==> src/rtl/mem_access_pkg.sv <==
// Package: mem_access_pkg
// Shared encodings for the MEM-stage data memory initiator:
//   - request size encodings (SZ_BYTE / SZ_HALF / SZ_WORD; 2'b11 behaves as word)
//   - controller FSM state encoding
//   - misalignment helper used when MEM_ACCESS_ALIGN_CHK_EN is defined
package mem_access_pkg;

  localparam logic [1:0] SZ_BYTE = 2'b00;
  localparam logic [1:0] SZ_HALF = 2'b01;
  localparam logic [1:0] SZ_WORD = 2'b10;

  typedef enum logic [2:0] {
    ST_IDLE = 3'd0,
    ST_RD   = 3'd1,
    ST_CAP  = 3'd2,
    ST_WR   = 3'd3,
    ST_RESP = 3'd4
  } state_e;

  // size[1] set covers both 2'b10 and 2'b11, so 2'b11 is checked as a word.
  function automatic logic is_misaligned(input logic [1:0] size, input logic [1:0] off);
    if (size[1])
      return off != 2'b00;
    else if (size == SZ_HALF)
      return off[0];
    else
      return 1'b0;
  endfunction

endpackage

==> src/rtl/mem_access_if.sv <==
// Interface: mem_access_if
// Bundles the pipeline request/response handshake and the data memory bus.
//   slave  : view taken by mem_access_ctrl (accepts requests, drives memory)
//   master : view taken by the pipeline / memory side (testbench)
// Signals:
//   req_valid/req_ready/req_we/req_size/req_signed/req_addr/req_wdata  request
//   rsp_valid/rsp_rdata/rsp_err                                        response
//   mem_read/mem_write/mem_addr/mem_wdata/mem_rdata                    data memory
interface mem_access_if #(
  parameter int ADDR_W = 6
);
  logic              req_valid;
  logic              req_ready;
  logic              req_we;
  logic [1:0]        req_size;
  logic              req_signed;
  logic [31:0]       req_addr;
  logic [31:0]       req_wdata;
  logic              rsp_valid;
  logic [31:0]       rsp_rdata;
  logic              rsp_err;
  logic              mem_read;
  logic              mem_write;
  logic [ADDR_W-1:0] mem_addr;
  logic [31:0]       mem_wdata;
  logic [31:0]       mem_rdata;

  modport slave (
    input  req_valid, req_we, req_size, req_signed, req_addr, req_wdata, mem_rdata,
    output req_ready, rsp_valid, rsp_rdata, rsp_err,
           mem_read, mem_write, mem_addr, mem_wdata
  );

  modport master (
    output req_valid, req_we, req_size, req_signed, req_addr, req_wdata, mem_rdata,
    input  req_ready, rsp_valid, rsp_rdata, rsp_err,
           mem_read, mem_write, mem_addr, mem_wdata
  );
endinterface

==> src/rtl/mem_lane_align.sv <==
// Module: mem_lane_align (combinational)
// Lane handling for sub-word accesses on a little-endian 32-bit word.
// Ports:
//   rdata_i  in  32  word read from data memory
//   wdata_i  in  32  right-justified store data
//   size_i   in  2   access size (byte / half / word)
//   sign_i   in  1   1 = sign-extend loads
//   off_i    in  2   byte offset within the word (addr[1:0])
//   load_o   out 32  extracted and extended load data
//   merge_o  out 32  rdata_i with the store lane replaced by wdata_i
module mem_lane_align
  import mem_access_pkg::*;
(
  input  logic [31:0] rdata_i,
  input  logic [31:0] wdata_i,
  input  logic [1:0]  size_i,
  input  logic        sign_i,
  input  logic [1:0]  off_i,
  output logic [31:0] load_o,
  output logic [31:0] merge_o
);

  logic [7:0]  byte_v;
  logic [15:0] half_v;

  always_comb begin
    byte_v  = rdata_i[{off_i, 3'b000} +: 8];
    half_v  = off_i[1] ? rdata_i[31:16] : rdata_i[15:0];
    load_o  = rdata_i;
    merge_o = wdata_i;
    if (size_i == SZ_BYTE) begin
      load_o  = {{24{sign_i & byte_v[7]}}, byte_v};
      merge_o = rdata_i;
      merge_o[{off_i, 3'b000} +: 8] = wdata_i[7:0];
    end else if (size_i == SZ_HALF) begin
      load_o  = {{16{sign_i & half_v[15]}}, half_v};
      merge_o = off_i[1] ? {wdata_i[15:0], rdata_i[15:0]}
                         : {rdata_i[31:16], wdata_i[15:0]};
    end
  end

endmodule

==> src/rtl/mem_access_ctrl.sv <==
// Module: mem_access_ctrl
// MEM-stage initiator for a word-wide data memory with a 1-cycle registered read.
// Byte/half/word loads are extracted and extended; sub-word stores are performed
// as read-modify-write. req_ready low stalls the pipeline.
// Ports:
//   clk    in  clock, all state on posedge
//   reset  in  asynchronous, active-high reset
//   bus    mem_access_if.slave (request, response and data memory signals)
// Build option:
//   MEM_ACCESS_ALIGN_CHK_EN  defined: misaligned half/word requests respond at once
//                            with rsp_err=1 and no memory cycle.
//                            undefined: low address bits are ignored, rsp_err tied 0.
//
// state   | meaning
// --------+--------------------------------------------------------------
// ST_IDLE | ready for a request; latches it on accept
// ST_RD   | mem_read issued for the latched word address
// ST_CAP  | mem_rdata valid: extend for loads, merge lane for stores
// ST_WR   | mem_write issued with the (merged) store word
// ST_RESP | rsp_valid pulse, request not accepted
module mem_access_ctrl
  import mem_access_pkg::*;
#(
  parameter int ADDR_W = 6
) (
  input  logic         clk,
  input  logic         reset,
  mem_access_if.slave  bus
);

  state_e              state_q, state_d;
  logic [ADDR_W+1:0]   addr_q, addr_d;
  logic [1:0]          size_q, size_d;
  logic                signed_q, signed_d;
  logic                we_q, we_d;
  logic [31:0]         wdata_q, wdata_d;
  logic [31:0]         rdata_q, rdata_d;
`ifdef MEM_ACCESS_ALIGN_CHK_EN
  logic                err_q, err_d;
`endif

  logic [31:0]         load_data;
  logic [31:0]         merge_data;

  mem_lane_align u_align (
    .rdata_i (bus.mem_rdata),
    .wdata_i (wdata_q),
    .size_i  (size_q),
    .sign_i  (signed_q),
    .off_i   (addr_q[1:0]),
    .load_o  (load_data),
    .merge_o (merge_data)
  );

  always_ff @(posedge clk or posedge reset) begin
    if (reset) begin
      state_q  <= ST_IDLE;
      addr_q   <= '0;
      size_q   <= '0;
      signed_q <= 1'b0;
      we_q     <= 1'b0;
      wdata_q  <= '0;
      rdata_q  <= '0;
`ifdef MEM_ACCESS_ALIGN_CHK_EN
      err_q    <= 1'b0;
`endif
    end else begin
      state_q  <= state_d;
      addr_q   <= addr_d;
      size_q   <= size_d;
      signed_q <= signed_d;
      we_q     <= we_d;
      wdata_q  <= wdata_d;
      rdata_q  <= rdata_d;
`ifdef MEM_ACCESS_ALIGN_CHK_EN
      err_q    <= err_d;
`endif
    end
  end

  always_comb begin
    state_d  = state_q;
    addr_d   = addr_q;
    size_d   = size_q;
    signed_d = signed_q;
    we_d     = we_q;
    wdata_d  = wdata_q;
    rdata_d  = rdata_q;
`ifdef MEM_ACCESS_ALIGN_CHK_EN
    err_d    = err_q;
`endif
    case (state_q)
      ST_IDLE: begin
        if (bus.req_valid) begin
          addr_d   = bus.req_addr[ADDR_W+1:0];
          size_d   = bus.req_size;
          signed_d = bus.req_signed;
          we_d     = bus.req_we;
          wdata_d  = bus.req_wdata;
          // Cleared on accept so stores and errors respond with zero data.
          rdata_d  = '0;
          if (bus.req_we && bus.req_size[1])
            state_d = ST_WR;
          else
            state_d = ST_RD;
`ifdef MEM_ACCESS_ALIGN_CHK_EN
          err_d = is_misaligned(bus.req_size, bus.req_addr[1:0]);
          if (err_d)
            state_d = ST_RESP;
`endif
        end
      end
      ST_RD:   state_d = ST_CAP;
      ST_CAP: begin
        if (we_q) begin
          wdata_d = merge_data;
          state_d = ST_WR;
        end else begin
          rdata_d = load_data;
          state_d = ST_RESP;
        end
      end
      ST_WR:   state_d = ST_RESP;
      ST_RESP: state_d = ST_IDLE;
      default: state_d = ST_IDLE;
    endcase
  end

  assign bus.req_ready = (state_q == ST_IDLE);
  assign bus.mem_read  = (state_q == ST_RD);
  assign bus.mem_write = (state_q == ST_WR);
  assign bus.mem_addr  = addr_q[ADDR_W+1:2];
  assign bus.mem_wdata = wdata_q;
  assign bus.rsp_valid = (state_q == ST_RESP);
  assign bus.rsp_rdata = rdata_q;
`ifdef MEM_ACCESS_ALIGN_CHK_EN
  assign bus.rsp_err   = err_q & (state_q == ST_RESP);
`else
  assign bus.rsp_err   = 1'b0;
`endif

endmodule

==> src/flat_wrapper.sv <==
// flat-port wrapper written by rule: the top's interface ports become plain ports
module mem_access_ctrl_flat import mem_access_pkg::*;
#(
  parameter int ADDR_W = 6
)
  (clk, reset, bus_req_valid, bus_req_we, bus_req_size, bus_req_signed, bus_req_addr, bus_req_wdata, bus_mem_rdata, bus_req_ready, bus_rsp_valid, bus_rsp_rdata, bus_rsp_err, bus_mem_read, bus_mem_write, bus_mem_addr, bus_mem_wdata);
  mem_access_if #(.ADDR_W(ADDR_W)) bus_i ();
  input  logic clk;
  input  logic reset;
  input wire logic [$bits(bus_i.req_valid)-1:0] bus_req_valid;
  input wire logic [$bits(bus_i.req_we)-1:0] bus_req_we;
  input wire logic [$bits(bus_i.req_size)-1:0] bus_req_size;
  input wire logic [$bits(bus_i.req_signed)-1:0] bus_req_signed;
  input wire logic [$bits(bus_i.req_addr)-1:0] bus_req_addr;
  input wire logic [$bits(bus_i.req_wdata)-1:0] bus_req_wdata;
  input wire logic [$bits(bus_i.mem_rdata)-1:0] bus_mem_rdata;
  output wire logic [$bits(bus_i.req_ready)-1:0] bus_req_ready;
  output wire logic [$bits(bus_i.rsp_valid)-1:0] bus_rsp_valid;
  output wire logic [$bits(bus_i.rsp_rdata)-1:0] bus_rsp_rdata;
  output wire logic [$bits(bus_i.rsp_err)-1:0] bus_rsp_err;
  output wire logic [$bits(bus_i.mem_read)-1:0] bus_mem_read;
  output wire logic [$bits(bus_i.mem_write)-1:0] bus_mem_write;
  output wire logic [$bits(bus_i.mem_addr)-1:0] bus_mem_addr;
  output wire logic [$bits(bus_i.mem_wdata)-1:0] bus_mem_wdata;
  assign bus_i.req_valid = bus_req_valid;
  assign bus_i.req_we = bus_req_we;
  assign bus_i.req_size = bus_req_size;
  assign bus_i.req_signed = bus_req_signed;
  assign bus_i.req_addr = bus_req_addr;
  assign bus_i.req_wdata = bus_req_wdata;
  assign bus_i.mem_rdata = bus_mem_rdata;
  assign bus_req_ready = bus_i.req_ready;
  assign bus_rsp_valid = bus_i.rsp_valid;
  assign bus_rsp_rdata = bus_i.rsp_rdata;
  assign bus_rsp_err = bus_i.rsp_err;
  assign bus_mem_read = bus_i.mem_read;
  assign bus_mem_write = bus_i.mem_write;
  assign bus_mem_addr = bus_i.mem_addr;
  assign bus_mem_wdata = bus_i.mem_wdata;
  mem_access_ctrl #(.ADDR_W(ADDR_W)) u_core (.clk(clk), .reset(reset), .bus(bus_i));
endmodule
==> config.mk <==
export PLATFORM = sky130hd
export DESIGN_NAME = mem_access_ctrl_flat
export DESIGN_NICKNAME = d
export VERILOG_FILES = /design/src/rtl/mem_access_pkg.sv /design/src/rtl/mem_access_if.sv /design/src/rtl/mem_lane_align.sv /design/src/rtl/mem_access_ctrl.sv /design/src/flat_wrapper.sv
export SDC_FILE = /design/constraint.sdc
export NUM_CORES = 1
export LEC_CHECK = 0
export ABC_AREA = 1
export BUFFER_PORTS_ARGS = -buffer_cell sky130_fd_sc_hd__buf_2
export CAP_MARGIN = 20
export CORE_MARGIN = 3
export CORE_UTILIZATION = 45
export DETAILED_ROUTE_END_ITERATION = 10
export GPL_TIMING_DRIVEN = 0
export HOLD_SLACK_MARGIN = 0.15
export PLACE_DENSITY = 0.86
export SETUP_SLACK_MARGIN = 0.15
export SLEW_MARGIN = 0
export SYNTH_ARGS = -nofsm -noshare
export SYNTH_HDL_FRONTEND = slang
export SYNTH_SLANG_ARGS = --single-unit
==> constraint.sdc <==
create_clock -name clk -period 2.45 [get_ports clk]
set_input_delay 0.49 -clock clk [delete_from_list [all_inputs] [get_ports clk]]
set_output_delay 0.49 -clock clk [all_outputs]
set_load 0.03 [all_outputs]
-- Word-level counts from Yosys, hierarchy flattened
Cells that the tools add are included.
- register bits: 79
- logic and storage cells: 49
- add/subtract/negate cells: 1
- eq/ne operators: 10
- shifts and indexed selects: 3
- muxes and demuxes: 17
- bitwise operators: 2
- reduce and logical (&&, ||, !) cells: 8
- operators with widths (operator ; count):
    two-way mux 32 bit ; 9
    case mux 32 bit (2 select lines) ; 2
    bitwise mux 32 bit ; 1
    variable shift 8 x 7 -> 32 bit, first input constant ; 1
    variable part select 32 x 6 -> 8 bit ; 1
    variable part select 8 x 7 -> 32 bit ; 1
    two-way mux 16 bit ; 1
    case mux 3 bit (4 select lines) ; 1
    negator 5 -> 7 bit ; 1
    equality test 3 x 2 -> 1 bit, second input constant ; 2
    two-way mux 3 bit ; 2
    AND reduction 5 bit ; 1
    inequality test 2 bit, second input constant ; 2
    AND reduction 4 bit ; 1
    equality test 3 x 1 -> 1 bit, second input constant ; 1
    equality test 3 bit, second input constant ; 1
    zero test 3 bit ; 1
    inequality test 3 x 2 -> 1 bit, second input constant ; 1
    inequality test 3 bit, second input constant ; 1
    AND reduction 3 bit ; 1
    bitwise AND 1 bit ; 2
    equality test 2 x 1 -> 1 bit, second input constant ; 1
    zero test 2 bit ; 1
    two-way mux 2 bit ; 1
    other kinds (4) ; 4

-- Logic depth before layout (Yosys ltp)
Gate-level depths: netlist (run 1).
- depth in word-level cells: 6
- gate-level depth with buffers: 13

-- Modules after synthesis
Synthesis (run 1) repeated with hierarchy kept, for this count alone.
- cells, all modules: 1073
- area total of the unflattened synthesis: 6371.1 µm²
- modules (own cells, without submodules) (module ; times used ; cells each ; area each (µm²) ; sequential area each (µm²)):
    mem_access_ctrl ; 1 ; 477 ; 3756.1 ; 1976.9
    mem_lane_align ; 1 ; 596 ; 2615.0 ; 0.0

-- Worst setup path after synthesis (run 1)
OpenSTA, ideal clock, no wires.
- path type: reg2reg
- start: register u_core.addr_q[1]
- end: register u_core.wdata_q[26], in the netlist u_core.bus.mem_wdata[26]
- setup time: 65 ps
- data arrival time: 2043 ps
- required time: 2385 ps
- setup slack: 342 ps
- cell stages (with the launch flop): 13
- clock period less this slack: 2108 ps
- cell sequence: dfrtp_1 buf_2 inv_2 clkbuf_1 ha_1 clkbuf_1 nor2_1 inv_1 o21ai_0 nand2_1 nand2_1 nand2_1 nand2_1
- longest elaborated chain between the ends: 6
- RTL lines (what ; RTL line ; source):
    start: declaration ; mem_access_ctrl.sv:32 ; logic [ADDR_W+1:0] addr_q, addr_d;
    start signal: assignment ; mem_access_ctrl.sv:69 ; addr_q <= addr_d;
    negator 5 -> 7 bit ; mem_lane_align.sv:34 ; merge_o[{off_i, 3'b000} +: 8] = wdata_i[7:0];
    variable part select 8 x 7 -> 32 bit or variable shift 8 x 7 -> 32 bit (tied branches) ; mem_lane_align.sv:34 ;
    bitwise mux 32 bit ; mem_lane_align.sv:34 ;
    two-way mux 32 bit (*) ; mem_lane_align.sv:31 ; if (size_i == SZ_BYTE) begin
    two-way mux 32 bit (*) ; mem_access_ctrl.sv:115 ; if (we_q) begin
    case mux 32 bit (2 select lines) (*) ; mem_access_ctrl.sv:92 ; case (state_q)
    end signal: assignment ; mem_access_ctrl.sv:73 ; wdata_q <= wdata_d;
    end: declaration ; mem_access_ctrl.sv:36 ; logic [31:0] wdata_q, wdata_d;
Mark *: on every way between the ends. The rest lies on a longest branch, timed or not. The select of a mux whose other input is x is not followed.
A chain may end at the register's enable or synchronous reset.

-- Worst setup path after layout (run 1)
- start: register u_core.addr_q[0]
- end: register u_core.wdata_q[29], in the netlist u_core.bus.mem_wdata[29]
- longest elaborated chain between the ends: 6
- RTL lines (what ; RTL line):
    negator 5 -> 7 bit (*) ; mem_lane_align.sv:34
    variable part select 8 x 7 -> 32 bit or variable shift 8 x 7 -> 32 bit (tied branches) ; mem_lane_align.sv:34
    bitwise mux 32 bit (*) ; mem_lane_align.sv:34
    two-way mux 32 bit (*) ; mem_lane_align.sv:31
    two-way mux 32 bit (*) ; mem_access_ctrl.sv:115
    case mux 32 bit (2 select lines) (*) ; mem_access_ctrl.sv:92
Marked as above.

==> results.sh, run 1 <==
export IMPL_syn_to_final_growth_pct=23.96
export IMPL_fin_skew_ps=10.07
export IMPL_wire_per_inst_um=16.38
export IMPL_ys_warn_count=0
export IMPL_nets=1067
export IMPL_ant_nets=0
export IMPL_period_needed_ps=2091
export IMPL_mostFrequentLayoutCell="nand2_1"
export IMPL_first_global_vias=5531
export IMPL_timing_rr_end="u_core.bus.mem_wdata[29]"
export IMPL_grt_max_degree=44
export IMPL_leakagePower_uw=0.003764
export IMPL_coreArea_um2=11080
export IMPL_htreeDepth=3
export IMPL_power_density_nw_per_um2=1465
export IMPL_crit_fanout=12
export IMPL_syn_nets=904
export IMPL_timing_hold_violations_final=0
export IMPL_synth_area_um2=5226
export IMPL_avgSynthCellArea_um2=6.566
export IMPL_diodes=0
export IMPL_maxCapViolations=0
export IMPL_yosys_most_used_dff="dfrtp_1"
export IMPL_die_area_um2=12940
export IMPL_root_buffer="clkbuf_16"
export IMPL_rsz0062_at_grt="yes"
export IMPL_hold_path_class="in -> async"
export IMPL_finalPower_uw=9488
export IMPL_placed_cells=1089
export IMPL_ys_seq_area_share_pct=37.83
export IMPL_post_route_util_pct=58.48
export IMPL_synth_cell_types=30
export IMPL_crit_type="reg -> reg"
export IMPL_track_usage_pct=28.10
export IMPL_drcViolationCount=0
export IMPL_antenna_found_initial=0
export IMPL_drv_slew=0
export IMPL_port_buffers=152
export IMPL_irDropWorstVdd_mv=0.8721
export IMPL_reg2regPathDepth=11
export IMPL_status="completed"
export IMPL_gp_congestion=0.9950
export IMPL_dpl_hpwl_um=14140
export IMPL_final_cells=1104
export IMPL_r2r_slack_ps=360
export IMPL_final_cell_mix="nand2_1, buf_2, dfrtp_1"
export IMPL_postCtsSetupBuffers=0
export IMPL_synth_edf_count=0
export IMPL_r2r_start="u_core.addr_q[0]"
export IMPL_via_per_inst=5.383
export IMPL_timing_fmax_mhz=478.3
export IMPL_start_util_pct=47.18
export IMPL_numCtsBuffers=9
export IMPL_setup_slack_ps=359.1
export IMPL_dieHeight_um=113.8
export IMPL_cts_buffer_depth=2
export IMPL_fin_crit_sh_pct=85.34
export IMPL_tightest_slew_ps=814.0
export IMPL_holdWs_ps=278.7
export IMPL_vias=5943
export IMPL_io_pins=178
export IMPL_worst_endpoint_arrival_ps=2380
export IMPL_ys_ff_latch=79
export IMPL_required_ps=2740
export IMPL_drive_gt1_share_pct=24.59
export IMPL_clock_latency_ps=350
export IMPL_grt_first_pass_wirelength_um=28210
export IMPL_setup_viol_count_final=0
export IMPL_synthCells=796
export IMPL_die_w_um=113.8
export IMPL_cp_start_kind="flop"
export IMPL_finalWirelength_um=18080
export IMPL_dpl_worst_slack_ps=-238.9
export IMPL_grt_ovfl_total=0
export IMPL_fill_cells=1136
export IMPL_slew_headroom_pct=45.62
export IMPL_cts_tree="done"
export IMPL_cts_clk_slew_worst_paths_ps=70
export IMPL_rows=38
export IMPL_cts_sinks=79
export IMPL_drtIter0Drc=548
export IMPL_crit_path_end_kind="flop"
export IMPL_firstDrtPassIters=5
export IMPL_async_flop_share_pct=100.0
## logic make-up after synthesis
family	count (synthesis)	synth area share [%]
AOI/OAI and AO/OA	86	9.816
adders and majority gates	5	1.197
buffers and inverters	97	8.188
DFF	79	37.83
muxes	7	1.508
other	1	0.07175
and+or+nand+nor	521	41.39
## critical path, stage by stage, from the launching register on
cell	delay, ps
dfrtp_1	400
clkbuf_4	200
inv_2	210
ha_1	270
buf_2	200
nor2_2	200
inv_1	120
o21ai_0	170
nand2_1	70
nand2_1	60
nand2_1	50
nand2_1	70
## power breakdown
part	internal (µW)	switching [µW]	leakage (µW)	total [µW]
combinational	1720	4130	0.00262	5850
sequential	1890	466	0.00101	2360
clock	698	586	0.000138	1280
total	4300	5180	0.00376	9490
## timing repair
action / 4_1_cts / 5_1_grt
endpoints found under the hold margin: 0 / 0
resized for setup: 1 / 8
setup endpoints to repair: 21 / 14
hold buffers: 0 / 0
## cells in the mapped netlist (all sizes together) (10+ instances only)
| master | count | area, µm² |
|---|---|---|
| a21boi | 19 | 142.6 |
| a21oi | 10 | 50.05 |
| buf | 34 | 191.4 |
| clkbuf | 10 | 37.54 |
| dfrtp | 79 | 1977 |
| inv | 51 | 191.4 |
| nand2 | 380 | 1444 |
| nand3 | 65 | 340.3 |
| nor2 | 47 | 214.0 |
| nor3 | 17 | 90.09 |
| o211ai | 14 | 105.1 |
| o21ai | 43 | 215.2 |
## final cells by class
cell class / instances / area, µm² / share of cell area (%)
multi-input combinational: 620 / 2831 / 43.70
sequential: 79 / 1977 / 30.51
timing repair buffer: 153 / 780.7 / 12.05
buffer: 43 / 229.0 / 3.534
clock buffer: 9 / 225.2 / 3.476
inverter: 53 / 205.2 / 3.167
tap: 140 / 175.2 / 2.704
clock inverter: 7 / 55.05 / 0.8497
## sequential cells by signal (all words and copies together), names as in the netlist
| register | cells |
|---|---|
| u_core.bus.mem_wdata | 32 |
| u_core.bus.rsp_rdata | 32 |
| u_core.addr_q | 8 |
| u_core.state_q | 3 |
| u_core.size_q | 2 |
| u_core.we_q | 1 |
| u_core.signed_q | 1 |
## layer usage
| layer | GRT usage (%) | part of all wire (%) | vias up |
|---|---|---|---|
| li1 | - | - | 2849 |
| met1 | 38.12 | 42 | 2697 |
| met2 | 43.93 | 45 | 358 |
| met3 | 6.472 | 11 | 39 |
| met4 | 10.42 | 2.9 | 0 |
| met5 | 0 | 0 | - |
## metrics by stage
step                TNS [ps]  instance area (µm²)
finish                     0                 6479
global route               0                 6479
CTS                        0                 6464
detailed placement     -1815                 6186
global placement       -2409                 6166
floorplan                  0                 5230
## worst max path at each step
stage | depth (start not counted) | endpoint | slack, ps | start
5_1_grt | 11 | u_core.bus.mem_wdata[29] | 150 | u_core.addr_q[0]
3_3_place_gp | 13 | u_core.bus.mem_wdata[8] | -270 | u_core.addr_q[1]
6_report | 11 | u_core.bus.mem_wdata[29] | 360 | u_core.addr_q[0]
2_1_floorplan | 12 | u_core.bus.mem_wdata[26] | 340 | u_core.addr_q[1]
3_5_place_dp | 13 | u_core.bus.mem_wdata[8] | -240 | u_core.addr_q[1]
4_1_cts | 11 | u_core.bus.mem_wdata[31] | 220 | u_core.addr_q[1]
(Power assumes the default switching activity.)
==> inputs of run 2 (changes only) <==
RECOVER_POWER = 50   (was default)
==> results.sh, run 2 (synthesis results as in run 1) <==
export IMPL_irDropWorstVdd_mv=0.8771
export IMPL_cts_sinks=79
export IMPL_via_per_inst=5.406
export IMPL_cts_buffer_depth=2
export IMPL_drive_gt1_share_pct=20.75
export IMPL_cts_tree="done"
export IMPL_firstDrtPassIters=5
export IMPL_r2r_slack_ps=330
export IMPL_mostFrequentLayoutCell="nand2_1"
export IMPL_vias=5968
export IMPL_timing_fmax_mhz=472.1
export IMPL_rows=38
export IMPL_syn_to_final_growth_pct=22.89
export IMPL_coreArea_um2=11080
export IMPL_failed_checks="max-capacitance violations, max-slew violations"
export IMPL_finalPower_uw=9419
export IMPL_postCtsSetupBuffers=0
export IMPL_drtIter0Drc=536
export IMPL_leakagePower_uw=0.003631
export IMPL_ant_nets=0
export IMPL_top_layer="met4"
export IMPL_min_delay_start="bus_req_addr[3]"
export IMPL_io_pins=178
export IMPL_crit_fanout=10
export IMPL_dieHeight_um=113.8
export IMPL_clock_latency_ps=350
export IMPL_final_cell_mix="nand2_1, buf_2, dfrtp_1"
export IMPL_timing_rr_end="u_core.bus.mem_wdata[0]"
export IMPL_r2r_start="u_core.state_q[0]"
export IMPL_port_buffers=152
export IMPL_finalSetupTns_ps=0
export IMPL_holdWs_ps=365.6
export IMPL_htreeDepth=3
export IMPL_period_needed_ps=2118
export IMPL_grt_ovfl_total=0
export IMPL_track_usage_pct=28.10
export IMPL_rsz0062_at_grt="yes"
export IMPL_worst_endpoint_arrival_ps=2360
export IMPL_fin_crit_sh_pct=86.45
export IMPL_stdcell_area_um2=6422
export IMPL_gp_congestion=0.9950
export IMPL_timing_hold_violations_final=0
export IMPL_dpl_worst_slack_ps=-238.9
export IMPL_wl_met1_um=7620
export IMPL_met3_length_um=1894
export IMPL_crit_type="reg -> reg"
export IMPL_holdBufCountCts=0
export IMPL_die_w_um=113.8
export IMPL_hold_end="u_core.addr_q[3]"
export IMPL_dpl_cell_area_um2=6186
export IMPL_first_global_vias=5531
export IMPL_power_density_nw_per_um2=1467
export IMPL_slew_headroom_pct=-11.28
export IMPL_whs_path_depth=2
export IMPL_dpl_hpwl_um=14140
export IMPL_tightest_slew_ps=1660
export IMPL_grt_first_pass_wirelength_um=28210
export IMPL_fin_skew_ps=10.12
export IMPL_hold_path_class="in -> reg"
export IMPL_reg2regPathDepth=9
export IMPL_root_buffer="clkbuf_16"
export IMPL_start_util_pct=47.18
export IMPL_drv_slew=37
export IMPL_antenna_found_initial=0
export IMPL_numCtsBuffers=9
export IMPL_cp_start_kind="flop"
export IMPL_maxCapViolations=1
export IMPL_drcViolationCount=0
export IMPL_cts_clk_slew_worst_paths_ps=70
export IMPL_nets=1067
export IMPL_grt_max_degree=44
export IMPL_diodes=0
export IMPL_crit_path_end_kind="flop"
export IMPL_status="complete, but fails checks"
export IMPL_wire_per_inst_um=16.46
export IMPL_required_ps=2690
export IMPL_wl_met2_um=8152
export IMPL_finalWirelength_um=18170
export IMPL_die_area_um2=12940
export IMPL_setup_viol_count_final=0
export IMPL_setup_slack_ps=332.0
-- run 2: changes by cell type in the layout (fill, tap and decap cells not counted), sizes merged --
cell / previous run / this run
buf: 187 / 152
clkbuf: 18 / 53
-- run 2: what timing repair did --
item,4_1_cts,5_1_grt
gates cloned,0,0
endpoints found under the hold margin,0,0
resized for setup,1,8
setup endpoints to repair,21,14
pin swaps,0,0
-- run 2: how the worst max path moves through the flow --
stage / from / to / slack, ps / cells after the start
2_1_floorplan: u_core.addr_q[1] / u_core.bus.mem_wdata[26] / 340 / 12
3_3_place_gp: u_core.addr_q[1] / u_core.bus.mem_wdata[8] / -270 / 13
3_5_place_dp: u_core.addr_q[1] / u_core.bus.mem_wdata[8] / -240 / 13
4_1_cts: u_core.addr_q[1] / u_core.bus.mem_wdata[31] / 220 / 11
5_1_grt: u_core.addr_q[0] / u_core.bus.mem_wdata[29] / 150 / 11
6_report: u_core.state_q[0] / u_core.bus.mem_wdata[0] / 330 / 9
-- run 2: cell type report --
cell class,count,area [µm²]
Fill cell,1156,4656
Multi-Input combinational cell,620,2821
Sequential cell,79,1977
Timing Repair Buffer,153,737.0
Buffer,43,229.0
Clock buffer,9,225.2
Inverter,53,202.7
Tap cell,140,175.2
Clock inverter,7,55.05
-- run 2: per-stage QoR --
stage / util (%) / std cells
after global placement: 55.66 / 1088
final: 57.97 / 1104
after floorplan: - / 796
after CTS: 58.35 / 1104
after global routing: 57.97 / 1104
after detailed placement: 55.84 / 1089
-- run 2: worst max-delay path, cell delays in order, from the launching register on --
cell	delay [ps]
dfrtp_1	440
inv_1	110
nand2_1	60
nor2_1	530
o21ai_1	170
nand2_2	270
nor2_4	90
buf_4	190
nand3_1	80
nand2_1	60
-- run 2: routing by layer --
metal | up-vias | track usage (%)
met2 | 344 | 43.93
li1 | 2857 | -
met5 | - | 0
met4 | 0 | 10.42
met1 | 2728 | 38.12
met3 | 39 | 6.472
-- run 2: report_power, final --
group | switching, µW | internal (µW) | leakage [µW]
clock | 591 | 698 | 0.000138
sequential | 469 | 1890 | 0.00101
combinational | 4120 | 1650 | 0.00248
